## src/rtl/phy_rx_serial_paralelo.sv

```systemverilog
// Serial-to-parallel receive stage: hunts for COMMA byte alignment, locks after
// LOCK_COMMAS aligned commas, then emits one byte per 8 clk_32f edges.
module phy_rx_serial_paralelo #(
  parameter logic [7:0]  COMMA       = 8'hBC,
  parameter logic [7:0]  IDLE        = 8'h7C,
  parameter int unsigned LOCK_COMMAS = 4
) (
  input  logic       clk_32f,
  input  logic       reset,
  input  logic       data_in,
  output logic [7:0] data_out,
  output logic       valid_out,
  output logic       byte_strobe,
  output logic       active
);

  typedef enum logic [1:0] {
    SEARCH = 2'd0,
    ALIGN  = 2'd1,
    LOCKED = 2'd2
  } state_t;

  localparam logic [4:0] LOCK_N = 5'(LOCK_COMMAS);

  state_t      state_q, state_d;
  // Only the seven newest bits are ever needed to build the next byte.
  logic [6:0]  sr_q, sr_d;
  logic [2:0]  bit_cnt_q, bit_cnt_d;
  logic [3:0]  bc_cnt_q, bc_cnt_d;
  logic [7:0]  data_q, data_d;
  logic        valid_q, valid_d;
  logic        strobe_q, strobe_d;
  logic        active_q, active_d;

  logic [7:0]  sr_next;
  logic        is_comma;
  logic        boundary;
  logic [4:0]  bc_plus1;

  always_ff @(posedge clk_32f or posedge reset) begin
    if (reset) begin
      state_q   <= SEARCH;
      sr_q      <= '0;
      bit_cnt_q <= '0;
      bc_cnt_q  <= '0;
      data_q    <= '0;
      valid_q   <= 1'b0;
      strobe_q  <= 1'b0;
      active_q  <= 1'b0;
    end else begin
      state_q   <= state_d;
      sr_q      <= sr_d;
      bit_cnt_q <= bit_cnt_d;
      bc_cnt_q  <= bc_cnt_d;
      data_q    <= data_d;
      valid_q   <= valid_d;
      strobe_q  <= strobe_d;
      active_q  <= active_d;
    end
  end

  always_comb begin
    sr_next   = {sr_q, data_in};
    is_comma  = (sr_next == COMMA);
    boundary  = (bit_cnt_q == 3'd7);
    bc_plus1  = {1'b0, bc_cnt_q} + 5'd1;

    state_d   = state_q;
    sr_d      = sr_next[6:0];
    bit_cnt_d = bit_cnt_q;
    bc_cnt_d  = bc_cnt_q;
    data_d    = data_q;
    valid_d   = valid_q;
    strobe_d  = 1'b0;
    active_d  = active_q;

    unique case (state_q)
      SEARCH: begin
        // Bit-by-bit hunt; bit_cnt is restarted from the matching edge.
        if (is_comma) begin
          bit_cnt_d = 3'd0;
          bc_cnt_d  = 4'd1;
          if (LOCK_N == 5'd1) begin
            state_d  = LOCKED;
            active_d = 1'b1;
          end else begin
            state_d  = ALIGN;
          end
        end
      end
      ALIGN: begin
        bit_cnt_d = bit_cnt_q + 3'd1;
        if (boundary) begin
          if (is_comma) begin
            bc_cnt_d = bc_cnt_q + 4'd1;
            if (bc_plus1 == LOCK_N) begin
              state_d  = LOCKED;
              active_d = 1'b1;
            end
          end else begin
            state_d  = SEARCH;
            bc_cnt_d = 4'd0;
          end
        end
      end
      LOCKED: begin
        bit_cnt_d = bit_cnt_q + 3'd1;
        if (boundary) begin
          data_d   = sr_next;
          strobe_d = 1'b1;
          valid_d  = (sr_next != COMMA) && (sr_next != IDLE);
        end
      end
      default: begin
        state_d = SEARCH;
      end
    endcase
  end

  assign data_out    = data_q;
  assign valid_out   = valid_q;
  assign byte_strobe = strobe_q;
  assign active      = active_q;

endmodule

```

## config.mk

```make
export PLATFORM = sky130hd
export DESIGN_NAME = phy_rx_serial_paralelo
export DESIGN_NICKNAME = d
export VERILOG_FILES = /design/src/rtl/phy_rx_serial_paralelo.sv
export SDC_FILE = /design/constraint.sdc
export NUM_CORES = 1
export LEC_CHECK = 0
export ABC_AREA = 1
export CAP_MARGIN = 20
export CELL_PAD_IN_SITES_DETAIL_PLACEMENT = 0
export CELL_PAD_IN_SITES_GLOBAL_PLACEMENT = 1
export CORE_MARGIN = 5
export CORE_UTILIZATION = 44
export DETAILED_ROUTE_END_ITERATION = 12
export PLACE_DENSITY = 0.82
export RECOVER_POWER = 50
export SKIP_CTS_REPAIR_TIMING = 1
export SLEW_MARGIN = 5
export SYNTH_ARGS = -nofsm -noshare
export SYNTH_HDL_FRONTEND = slang
export SYNTH_SLANG_ARGS = --single-unit
```

## constraint.sdc

```tcl
create_clock -name clk_32f -period 3.3 [get_ports clk_32f]
set_input_delay 0.99 -clock clk_32f [delete_from_list [all_inputs] [get_ports clk_32f]]
set_output_delay 0.99 -clock clk_32f [all_outputs]
set_load 0.03 [all_outputs]
```

======== Yosys cells after proc, flatten, opt, wreduce, memory -nomap -nowiden ========
Index checks and enable logic that the tools add are counted.
Widths: inputs -> output; s select.
storage, ports and cells
  flip-flop bits (word level) ............. 27
  bits in latches ......................... 0
  memory bits (writable) .................. 0
  ROM bits ................................ 0
  input bits .............................. 3
  output and inout port bits .............. 11
  word-level logic and storage cells ...... 45
  memories kept ........................... 0
cells by class
  add/subtract/negate cells ............... 3
  multiply operators ...................... 0
  divide/modulo/power cells ............... 0
  order comparisons ....................... 0
  eq/ne operators ......................... 10
  shift operators ......................... 0
  muxes and demuxes ....................... 13
  bitwise logic cells ..................... 1
  reductions and logical operators ........ 10
operators with widths
  cell                 count
  $mux 4               3
  $eq 8x8->1 const B   1
  $mux 2               4
  $ne 8x7->1 const B   1
  $ne 8x8->1 const B   1
  $pmux 4 s2           1
  $reduce_and 4->1     2
  $pmux 2 s3           1
  $pmux 3 s2           1
  $add 4x1->5 const B  1
  $eq 5x3->1 const B   1
  $add 4x1->4 const B  1
  $ne 2x2->1 const B   2
  $reduce_and 2->1     2
  $reduce_bool 2->1    2
  $add 3x1->3 const B  1
  $eq 3x3->1 const B   1
  $mux 3               1
  $ne 3x3->1 const B   1
  $reduce_and 3->1     1
  $eq 2x1->1 const B   1
  $eq 2x2->1 const B   1
  $logic_not 2->1      1
  $mux 1               2
  3 further kinds      3

======== Logic depth before layout (Yosys ltp) ========
Gate-level depths: netlist of the first run.
  depth after elaboration ................. 6
  gate-level depth with buffers ........... 9
  gate-level depth less buffers ........... 9

======== Least setup slack after synthesis of the first run ========
OpenSTA, ideal clock, no wires.
  kind .................................... input -> register
  start point ............................. input data_in
  end point ............................... register state_q[0]
  arrival time ............................ 1.649 ns
  data required time ...................... 3.183 ns
  path slack .............................. 1.534 ns
  stages on the path ...................... 8
  buffers on the path ..................... 0
  cell sequence ........................... inv_1 nand2_1 nor2_2 nand2_2 nor2_4 nand2_1 nand3_1 nand2_1
on the way
  longest elaborated chain between the ends .. 4
  elaborated cells between the ends (all ways) .. 7
RTL lines
  what                  line  text
  from (decl)           10    input logic data_in,
  $eq 8x8->1 (*)        64    is_comma = (sr_next == COMMA);
  $mux 2                94    if (is_comma) begin
  $mux 2                93    if (boundary) begin
  $pmux 2 s3            77    unique case (state_q)
  to (signal assigned)  51    state_q <= state_d;
  to (decl)             25    state_t state_q, state_d;
Mark *: on every way between the ends. The rest lies on a longest branch, timed or not. The select of a mux whose other input is x is not followed.
A chain may end at the register's enable or synchronous reset.

==> flow_metrics.py, run 1 <==
metrics = {
    "synthesis": {
        "dominant_combinational_cell_family_by_area_after_synthesis": "simple AND/OR/NAND/NOR gates",
        "leading_area_contributor_after_synthesis": "dfrtp_1",
        "post_synth_num_cell_types": 19,
        "seq_area_frac_synth_pct": 57.3,
        "ys.warnings.count": 0,
        "synth.area.mux_share_pct": 0,
        "synthSimpleGateAreaFrac_pct": 24.3,
        "mappedNetlistNets": 136,
        "synth-xor-area-share_pct": 1.48,
        "ys_ff_latch": 27,
        "synth_compound_area_share_pct": 5.51,
        "syn_avg_cell_area_um2": 9.29,
        "gate_count_after_technology_mapping": 127,
        "post_synth_instance_area_um2": 1180,
        "yosys-top-cells-area": "dfrtp_1 57%, nand2_1 15%, ha_1 6.4%, inv_1 4.1%, nand3_1 3.8%",
        "synth_adder_area_share_pct": 6.36,
        "synth.top_cell.area_share_pct": 57.3,
    },
    "die": {
        "design.die.area_um2": 3820,
        "die_span_in_y_um": 61.8,
        "core_um2": 2520,
        "io-pin-count": 14,
        "rows": 18,
        "initial_utilization_pct": 46.8,
        "die_w_um": 61.8,
    },
    "drt": {
        "starting_drc_count_in_detailed_routing": 17,
        "drt-total-wl_um": 2030,
        "avgViaCountPerCell": 4.77,
        "num_vias": 830,
        "wire_per_inst_um": 11.7,
        "detail_route.drc_violations": 0,
        "antenna_violation_net_count_after_detailed_routing": 0,
        "firstDrtPassIters": 4,
    },
    "sta": {
        "worstMarginPinSlew_ns": 1.42,
        "worst_slew_margin_rel_pct": 5.29,
        "final_period_minus_worst_setup_slack_ns": 2.38,
        "setup_total_negative_slack_ns": 0,
        "final_number_of_setup_violating_endpoints": 0,
        "layout_setup_ws_ns": 0.915,
        "report.final.hold_viol_count": 0,
        "grt_setup_unrepaired": "no",
        "finalClockSkew_ns": 0.00974,
        "final.period_utilization_pct": 72.3,
        "maxClockFrequency_ghz": 0.419,
        "maxSlewViolCount": 0,
    },
    "placed_design": {
        "placed_cells_incl_taps": 170,
        "io_buf_count": 13,
        "last_weighted_congestion_value_of_the_routability_driven_placer": 0.770,
        "place_ws_ns": 0.978,
        "place_hpwl_um": 1570,
    },
    "worst_hold_path": {
        "whs_path_depth": 0,
        "min_path_type": "reg -> reg",
    },
    "power": {
        "power.ir.vdd_worst_v": 0.000317,
        "p_total_mw": 0.723,
        "power.static_leakage_nw": 0.713,
        "power_density_nw_per_um2": 525,
    },
    "worst_setup_path": {
        "category_of_the_critical_setup_timing_path": "in -> async",
        "timing.reg2reg.worst_path_depth": 6,
        "cp_cell_sequence": "dlygate4sd3_1, inv_1, clkbuf_1",
        "r2r_setup_slack_ns": 1.58,
        "cpMaxStageDelayCell": "clkbuf_1",
        "crit_required_ns": 3.52,
        "critical_path.max_stage_delay_ns": 1.03,
        "worstSetupEndpointType": "asynchronous set/reset pin",
        "start_kind": "input port",
        "crit_fanout": 27,
        "critPathArrivalTime_ns": 2.60,
    },
    "grt": {
        "grt_antenna_before_repair": 0,
        "grt.total_usage_pct": 13.5,
        "grt_pass1_vias": 885,
        "grt_start_max_net_pins": 28,
        "grt_first_pass_wirelength_um": 3800,
        "globalRouteOverflowTotal": 0,
    },
    "status": {
        "status": "finished, final reports clean",
    },
    "clock_tree": {
        "htree_num_levels": 1,
        "clockBufferDepth": 2,
        "clk_transition_reported_paths_ns": 0.15,
        "cts_made_buffers": 3,
        "tritoncts": "done",
        "numClockSinks": 27,
        "clkLatencyLatePin_ns": 0.33,
        "cts-root-buf": "clkbuf_4",
    },
    "flow_run": {
        "cap_violations": 0,
    },
    "layout": {
        "antenna_cells_inserted": 0,
        "layout.cells.most_common_list": "47 x nand2_1, 27 x dfrtp_1, 13 x inv_1, 11 x clkdlybuf4s50_1, 9 x nand3_1",
        "fin_nets": 154,
        "postLayoutCoreUtil_pct": 54.6,
        "fraction_of_final_layout_cells_sized_beyond_drive_strength_1_pct": 9.03,
        "final_common_cell": "nand2_1",
        "layout.cells.non_filler": 174,
        "area_growth_syn_to_layout_pct": 16.8,
    },
}
[routing by layer]
layer  vias up  wire length [µm]  GRT usage [%]
met5         -                 0              0
met4         0                41           5.45
met3         5                80           2.48
met2        15               966           23.8
met1       381               946           16.3
li1        429                 -              -
[cells in the mapped netlist (all sizes together)]
| cell type | number |
|---|---|
| nand2 | 49 |
| dfrtp | 27 |
| inv | 15 |
| nand3 | 9 |
| o21ai | 8 |
| ha | 6 |
| nor2 | 4 |
| a21oi | 2 |
| or2 | 2 |
| xor2 | 2 |
| clkbuf | 1 |
| nand3b | 1 |
| nor3 | 1 |
[flip-flops by register name, summed over array words and instances, names as in the netlist]
signal	cells
data_out	8
sr_q	7
bc_cnt_q	4
bit_cnt_q	3
state_q	2
active	1
byte_strobe	1
valid_out	1
[logic make-up after synthesis]
family / Yosys count
adder cells (fa/ha/maj): 6
buffers and inverters: 16
flip-flops: 27
XOR/XNOR: 2
AO/OA/AOI/OAI: 10
AND/OR/NAND/NOR: 66
[area by class of cell]
cell class,instances,area (µm²)
fill,265,1140
clock buffer,3,22.5
clock inverter,1,7.51
multi-input combinational,84,444
timing repair buffer,14,134
tap,30,37.5
sequential,27,676
inverter,15,56.3
[path summary, 6_finish.rpt]
path                                               start                 endpoint
worst max-delay path                               reset  bc_cnt_q[0]$_DFFE_PP0P_
worst min-delay path                   sr_q[0]$_DFF_PP0_        sr_q[1]$_DFF_PP0_
worst max register to register  bit_cnt_q[0]$_DFFE_PP0P_    valid_out$_DFFE_PP0P_
worst min register to register         sr_q[0]$_DFF_PP0_        sr_q[1]$_DFF_PP0_
max in group clk_32f             data_out[4]$_DFFE_PP0P_              data_out[4]
min in group asynchronous                          reset        sr_q[4]$_DFF_PP0_
[power by group]
part	leakage, nW	switching [mW]	internal (mW)
clock	0.0139	0.0977	0.0464
combinational	0.354	0.121	0.0694
sequential	0.345	0.0254	0.364
[critical path: cells and delay by family]
| family | cells | cell delay (ns) |
|---|---|---|
| buf+inv | 3 | 1.61 |
[stage by stage]
stage | hold slack [ns] | area (µm²)
2_1_floorplan | 0.354 | 1180
3_3_place_gp | 0.359 | 1350
3_5_place_dp | 0.369 | 1350
4_1_cts | 0.404 | 1380
5_1_grt | 0.413 | 1380
6_report | 0.398 | 1380
(Power assumes the default switching activity.)
==> run 2, diff against run 1 <==
--- a/config.mk
+++ b/config.mk
@@ -10,9 +10,9 @@
 export CELL_PAD_IN_SITES_DETAIL_PLACEMENT = 0
 export CELL_PAD_IN_SITES_GLOBAL_PLACEMENT = 1
 export CORE_MARGIN = 5
-export CORE_UTILIZATION = 44
+export CORE_UTILIZATION = 41
 export DETAILED_ROUTE_END_ITERATION = 12
-export PLACE_DENSITY = 0.82
+export PLACE_DENSITY = 0.78
 export RECOVER_POWER = 50
 export SKIP_CTS_REPAIR_TIMING = 1
 export SLEW_MARGIN = 5
==> constraint.sdc (replaced) <==
create_clock -name clk_32f -period 2.5 [get_ports clk_32f]
set_input_delay 0.75 -clock clk_32f [delete_from_list [all_inputs] [get_ports clk_32f]]
set_output_delay 0.75 -clock clk_32f [all_outputs]
set_load 0.03 [all_outputs]
==> run 2 against run 1 <==
  * Clock power up 37%
  * Design area up 0.18%
  * Critical path type is now reg -> out
  * Worst setup slack worse by 0.55 ns
  * Sequential power up 32%
  * Routed wire length down 2.9%
  * Non-clock buffer count unchanged
  * Critical path depth down 2
  * Critical endpoint is now data_out[4]
  * Sequential share of layout area down 0.089 points
  * Utilization down 4.6 points
  * Largest cell class unchanged
  * Count of clock-buffer cells in the layout unchanged
==> flow_metrics.py, run 2 (synthesis gave the netlist of run 1 again) <==
metrics = {
    "status": {
        "status": "finished, final reports clean",
    },
    "drt": {
        "num_vias": 810,
        "avgViaCountPerCell": 4.63,
        "drt-total-wl_um": 1980,
        "detail_route.drc_violations": 0,
        "firstDrtPassIters": 3,
        "wire_per_inst_um": 11.3,
        "starting_drc_count_in_detailed_routing": 29,
        "antenna_violation_net_count_after_detailed_routing": 0,
    },
    "grt": {
        "grt_first_pass_wirelength_um": 3620,
        "grt_util_met1_pct": 14.4,
        "grt_pass1_vias": 828,
        "grt_antenna_before_repair": 0,
        "globalRouteOverflowTotal": 0,
        "grt.total_usage_pct": 11.3,
        "globalRouteMet2Util_pct": 17.8,
        "groute.layer.met3.usage_pct": 2.66,
        "grt_start_max_net_pins": 28,
        "globalRoute.busiestLayer": "met2",
    },
    "placed_design": {
        "io_buf_count": 13,
        "place_ws_ns": 0.395,
        "last_weighted_congestion_value_of_the_routability_driven_placer": 0.731,
        "place_hpwl_um": 1510,
    },
    "sta": {
        "setup_total_negative_slack_ns": 0,
        "layout_setup_ws_ns": 0.361,
        "final.period_utilization_pct": 85.6,
        "worst_slew_margin_rel_pct": 8.36,
        "maxClockFrequency_ghz": 0.467,
        "final_period_minus_worst_setup_slack_ns": 2.14,
        "report.final.hold_viol_count": 0,
        "final_number_of_setup_violating_endpoints": 0,
        "grt_setup_unrepaired": "no",
        "worstMarginPinSlew_ns": 1.37,
        "finalClockSkew_ns": 0.0188,
        "maxSlewViolCount": 0,
        "worst_case_hold_slack_ns": 0.401,
    },
    "layout": {
        "final_common_cell": "nand2_1",
        "layout.cells.most_common_list": "47 x nand2_1, 27 x dfrtp_1, 13 x inv_1, 12 x clkdlybuf4s50_1, 9 x nand3_1",
        "total_area_of_multi_input_combinational_cells_um2": 444,
        "postLayoutCoreUtil_pct": 50.0,
        "area_growth_syn_to_layout_pct": 17.0,
        "fraction_of_final_layout_cells_sized_beyond_drive_strength_1_pct": 9.03,
        "fin_nets": 154,
        "layout.area.seq_um2": 676,
        "antenna_cells_inserted": 0,
        "final.fill_count": 275,
        "largest_reg_flops": 8,
    },
    "power": {
        "power_density_nw_per_um2": 696,
        "power.sequential.fraction_pct": 53.4,
        "p_switching_mw": 0.324,
        "power_switching_share_pct": 33.7,
        "clock_power_share_pct": 20.5,
        "cell_internal_pwr_mw": 0.637,
        "power.static_leakage_nw": 0.717,
        "p_total_mw": 0.961,
        "power.ir.vdd_worst_v": 0.000458,
        "power_frac_comb_pct": 26.0,
    },
    "worst_setup_path": {
        "crit_required_ns": 1.75,
        "cp_cell_sequence": "clkdlybuf4s50_1",
        "critical-path-top-delay-family": "buffers and inverters",
        "crit_buf_inv": 1,
        "worstSetupEndpointType": "output pin",
        "start_kind": "register",
        "cpMaxStageDelayCell": "clkdlybuf4s50_1",
        "category_of_the_critical_setup_timing_path": "reg -> out",
        "critical_path.max_stage_delay_ns": 0.67,
        "critPathArrivalTime_ns": 1.39,
        "crit_fanout": 2,
    },
    "clock_tree": {
        "clockBufferDepth": 2,
        "clkLatencyLatePin_ns": 0.33,
        "clk_transition_reported_paths_ns": 0.16,
        "cts_made_buffers": 3,
        "tritoncts": "done",
        "htree_num_levels": 1,
        "cts-root-buf": "clkbuf_4",
        "numClockSinks": 27,
    },
    "die": {
        "design.die.area_um2": 4050,
        "core_um2": 2760,
        "initial_utilization_pct": 42.8,
        "io-pin-count": 14,
        "rows": 19,
        "die_span_in_y_um": 63.6,
        "die_w_um": 63.6,
    },
    "worst_hold_path": {
        "min_path_type": "reg -> reg",
    },
    "flow_run": {
        "cap_violations": 0,
    },
}
==> run 2: cell types whose count changed in the layout (fill, tap and decap cells not counted) <==
cell             delta
clkdlybuf4s50_1     +1
inv_6               +1
dlygate4sd3_1       -1
clkinvlp_4          -1
==> run 2: per-layer routing <==
layer	wire (µm)	vias to the layer above	share of wire, %
met3	66	5	3.3
li1	-	432	-
met4	44	0	2.2
met5	0	-	0
met2	882	9	45
met1	982	364	50
==> run 2: cell type report <==
cell class,count,area share [%]
clock inverter,1,0.635
sequential,27,49.0
clock buffer,3,1.63
inverter,15,4.08
multi-input combinational,84,32.2
tap,31,2.81
timing repair buffer,14,9.70
==> run 2: path summary, 6_finish.rpt <==
path                                                from  cells past startpoint                       end  slack [ns]
worst min-delay path                   sr_q[0]$_DFF_PP0_                      0         sr_q[1]$_DFF_PP0_        0.40
worst max register to register  bit_cnt_q[0]$_DFFE_PP0P_                      6     valid_out$_DFFE_PP0P_        0.81
worst min register to register         sr_q[0]$_DFF_PP0_                      0         sr_q[1]$_DFF_PP0_        0.40
max in group asynchronous                          reset                      3  bit_cnt_q[1]$_DFFE_PP0P_        0.53
worst max-delay path             data_out[4]$_DFFE_PP0P_                      1               data_out[4]        0.36
min in group asynchronous                          reset                      3   data_out[7]$_DFFE_PP0P_        1.15
==> run 2: through the flow <==
stage / cell area [µm²] / instances
after floorplan: 1180 / 127
after global placement: 1350 / 171
after detailed placement: 1350 / 171
after CTS: 1380 / 175
after global routing: 1380 / 175
final: 1380 / 175
==> run 2: power groups by stage <==
stage | Sequential, mW | Clock (mW) | Combinational [mW]
2_1_floorplan | 0.513 | 0 | 0.209
6_report | 0.514 | 0.197 | 0.250
4_1_cts | 0.514 | 0.209 | 0.256
3_5_place_dp | 0.523 | 0 | 0.255
5_1_grt | 0.520 | 0.230 | 0.287
3_3_place_gp | 0.521 | 0 | 0.244
==> patch (flow settings as in run 2) <==
The parameter `IDLE` goes from 8'h7C to 8'h3E.
--- a/src/rtl/phy_rx_serial_paralelo.sv
+++ b/src/rtl/phy_rx_serial_paralelo.sv
@@ -3,5 +3,5 @@
 module phy_rx_serial_paralelo #(
   parameter logic [7:0]  COMMA       = 8'hBC,
-  parameter logic [7:0]  IDLE        = 8'h7C,
+  parameter logic [7:0]  IDLE        = 8'h3E,
   parameter int unsigned LOCK_COMMAS = 4
 ) (
Formal check against the unedited RTL: no difference found for any inputs over 10 cycles, from zero or initial values and one cycle with reset high; that may be too few to reach the edited logic, so the function may still have changed.
==> patch against run 2 <==
  * Sequential cell count unchanged
  * Worst setup slack better by 16 ps
  * Synthesized cell count down 2.4%
  * Non-clock buffer count up 1
  * Wire length up 0.35%
  * Synthesized area down 0.85%
  * Final area down 0.18%
  * Die area down 0.72%
  * Sequential share of layout area up 0.089 points
  * Hold slack better by 3.6 ps
  * Total power down 0.63%
  * Critical path type unchanged
==> patch: results (changes against run 2) <==
GRT_START_MAX_NET_PINS=28  # unchanged
GRT_FIRST_PASS_WIRELENGTH_MICRONS=3553  # was 3615 microns
DRIVE_ABOVE_1_SHARE_PCT=10.56  # was 9.028%
CLKLATENCYLATEPIN_PS=320
LARGEST_REGISTER_FFS=8  # unchanged
DRTITER0DRC=33  # was 29
FINAL.SETUP_SKEW_PS=8.136  # was 18.84 ps
R2R_SLACK_PS=1000  # was 810 ps
DPL-INSTANCE-AREA_SQ_UM=1350  # was 1353 sq um
SYNTH_SEQUENTIAL_AREA_RATIO_PCT=57.75  # was 57.26%
CLOCK-ROOT-BUFFER='clkbuf_4'  # unchanged
YOSYSTOPAREACELLSHARE_PCT=57.75  # was 57.26%
VDD.IR_DROP.WORST_uV=609.1  # was 458.1 uV
SYNTHTOPCELLSBYAREA='dfrtp_1 (58%), nand2_1 (13%), ha_1 (6.4%), inv_1 (3.5%), nand3_1 (3.0%)'  # was dfrtp_1 (57%), nand2_1 (15%), ha_1 (6.4%), inv_1 (4.1%), nand3_1 (3.8%)
CTS_BUFFERS=3  # unchanged
VIAS=833  # was 810
LEAKAGE_nW=0.6851  # was 0.7170 nW
CLKTRANSATPATHREGS_PS=140  # was 160 ps
SYNTH_COMMONEST_CELLS='nand2_1 (40), dfrtp_1 (27), inv_1 (11)'  # was nand2_1 (47), dfrtp_1 (27), inv_1 (13)
MAX-CLOCK-PATH-BUFFERS=2  # unchanged
WHS_ENDPOINT='sr_q[5]'  # was sr_q[1]
CRITPATHLAUNCH='data_out[0]'  # was data_out[4]
LAYOUT.FILLER_CELLS=250  # was 275
RR_WORST_DEPTH=8  # was 6
CRITICAL_PATH.REG2REG.ENDPOINT='bc_cnt_q[0]'  # was valid_out
POSTSYNTHNETCOUNT=133  # was 136
DETAILEDPLACEMENTHPWL_MICRONS=1497  # was 1513 microns
WORST-SLEW-PIN-TRANSITION_PS=336.1  # was 1375 ps
HOLDCRITSTARTPOINT='sr_q[4]'  # was sr_q[0]
RUN_STATUS='finished clean'  # unchanged
DRT_PRE_ANTENNA_ITERS=4  # was 3
DIE_X_MICRONS=63.42  # was 63.65 microns
GLOBALROUTETOTALUTIL_PCT=11.00  # was 11.26%
FINISH.NET_COUNT=152  # was 154
SETUP_TOTAL_NEGATIVE_SLACK_PS=0  # unchanged
FINALWEIGHTEDCONGESTION=0.7639  # was 0.7314
NETLIST-CELL-TYPE-COUNT=21  # was 19
R2R_START='state_q[0]'  # was bit_cnt_q[0]
DETAIL_ROUTE.WIRELENGTH_MICRONS=1983  # was 1976 microns
WORST_PATH_MAX_DELAY_CELL='clkdlybuf4s50_1'  # unchanged
YOSYS_WARNINGS=0  # unchanged
CP.ARRIVAL_PS=1370  # was 1390 ps
-- patch: cell types whose count changed after synthesis, sizes merged, moves of 2 or more --
cell,change
nand4,+3
o21ai,+2
nor2,+3
inv,-2
nand2,-6
nand3,-2
-- patch: how the worst max path moves through the flow --
stage	end	slack [ps]	depth (start not counted)
floorplan	bc_cnt_q[0]	960	8
global placement	bc_cnt_q[0]	420	9
detailed placement	bc_cnt_q[0]	380	9
CTS	valid_out	360	1
global route	data_out[0]	290	1
finish	data_out[0]	380	1
-- patch: layout make-up --
cell class	count	area share [%]
Sequential cell	27	49.05
Timing Repair Buffer	15	10.54
Clock buffer	3	1.635
Clock inverter	1	0.3633
Inverter	13	3.542
Tap cell	31	2.816
Multi-Input combinational cell	83	32.06
-- patch: routing by layer --
| metal | part of all wire (%) | global-route usage, % |
|---|---|---|
| met1 | 45 | 13.61 |
| met4 | 0.71 | 2.338 |
| met2 | 49 | 18.15 |
| met5 | 0 | 0 |
| met3 | 5.1 | 4.263 |
-- patch: metrics by stage --
stage                     setup WS, ps  util (%)  std cells  hold slack, ps
after floorplan                  964.1         -        124           372.6
after global placement           422.0     49.38        169           380.8
after detailed placement         384.2     49.38        169           385.0
after CTS                        358.5     50.39        173           410.8
after global routing             290.2     50.39        173           437.8
final                            377.1     50.39        173           405.0
-- patch: where the power goes --
group / switching, W / total [W] / internal (W) / leakage, nW
registers: 0.0000331 / 0.000513 / 0.000480 / 0.345
clock network: 0.000124 / 0.000184 / 0.0000599 / 0.0177
logic: 0.000163 / 0.000257 / 0.0000940 / 0.323
-- patch: logic make-up after synthesis --
kind of cell    count (synthesis)  share of synthesized area (%)
simple gates                   61                          22.25
flops                          27                          57.75
compound gates                 14                          7.594
buf+inv                        14                          4.492
fa+ha+maj                       6                          6.417
xor+xnor                        2                          1.498
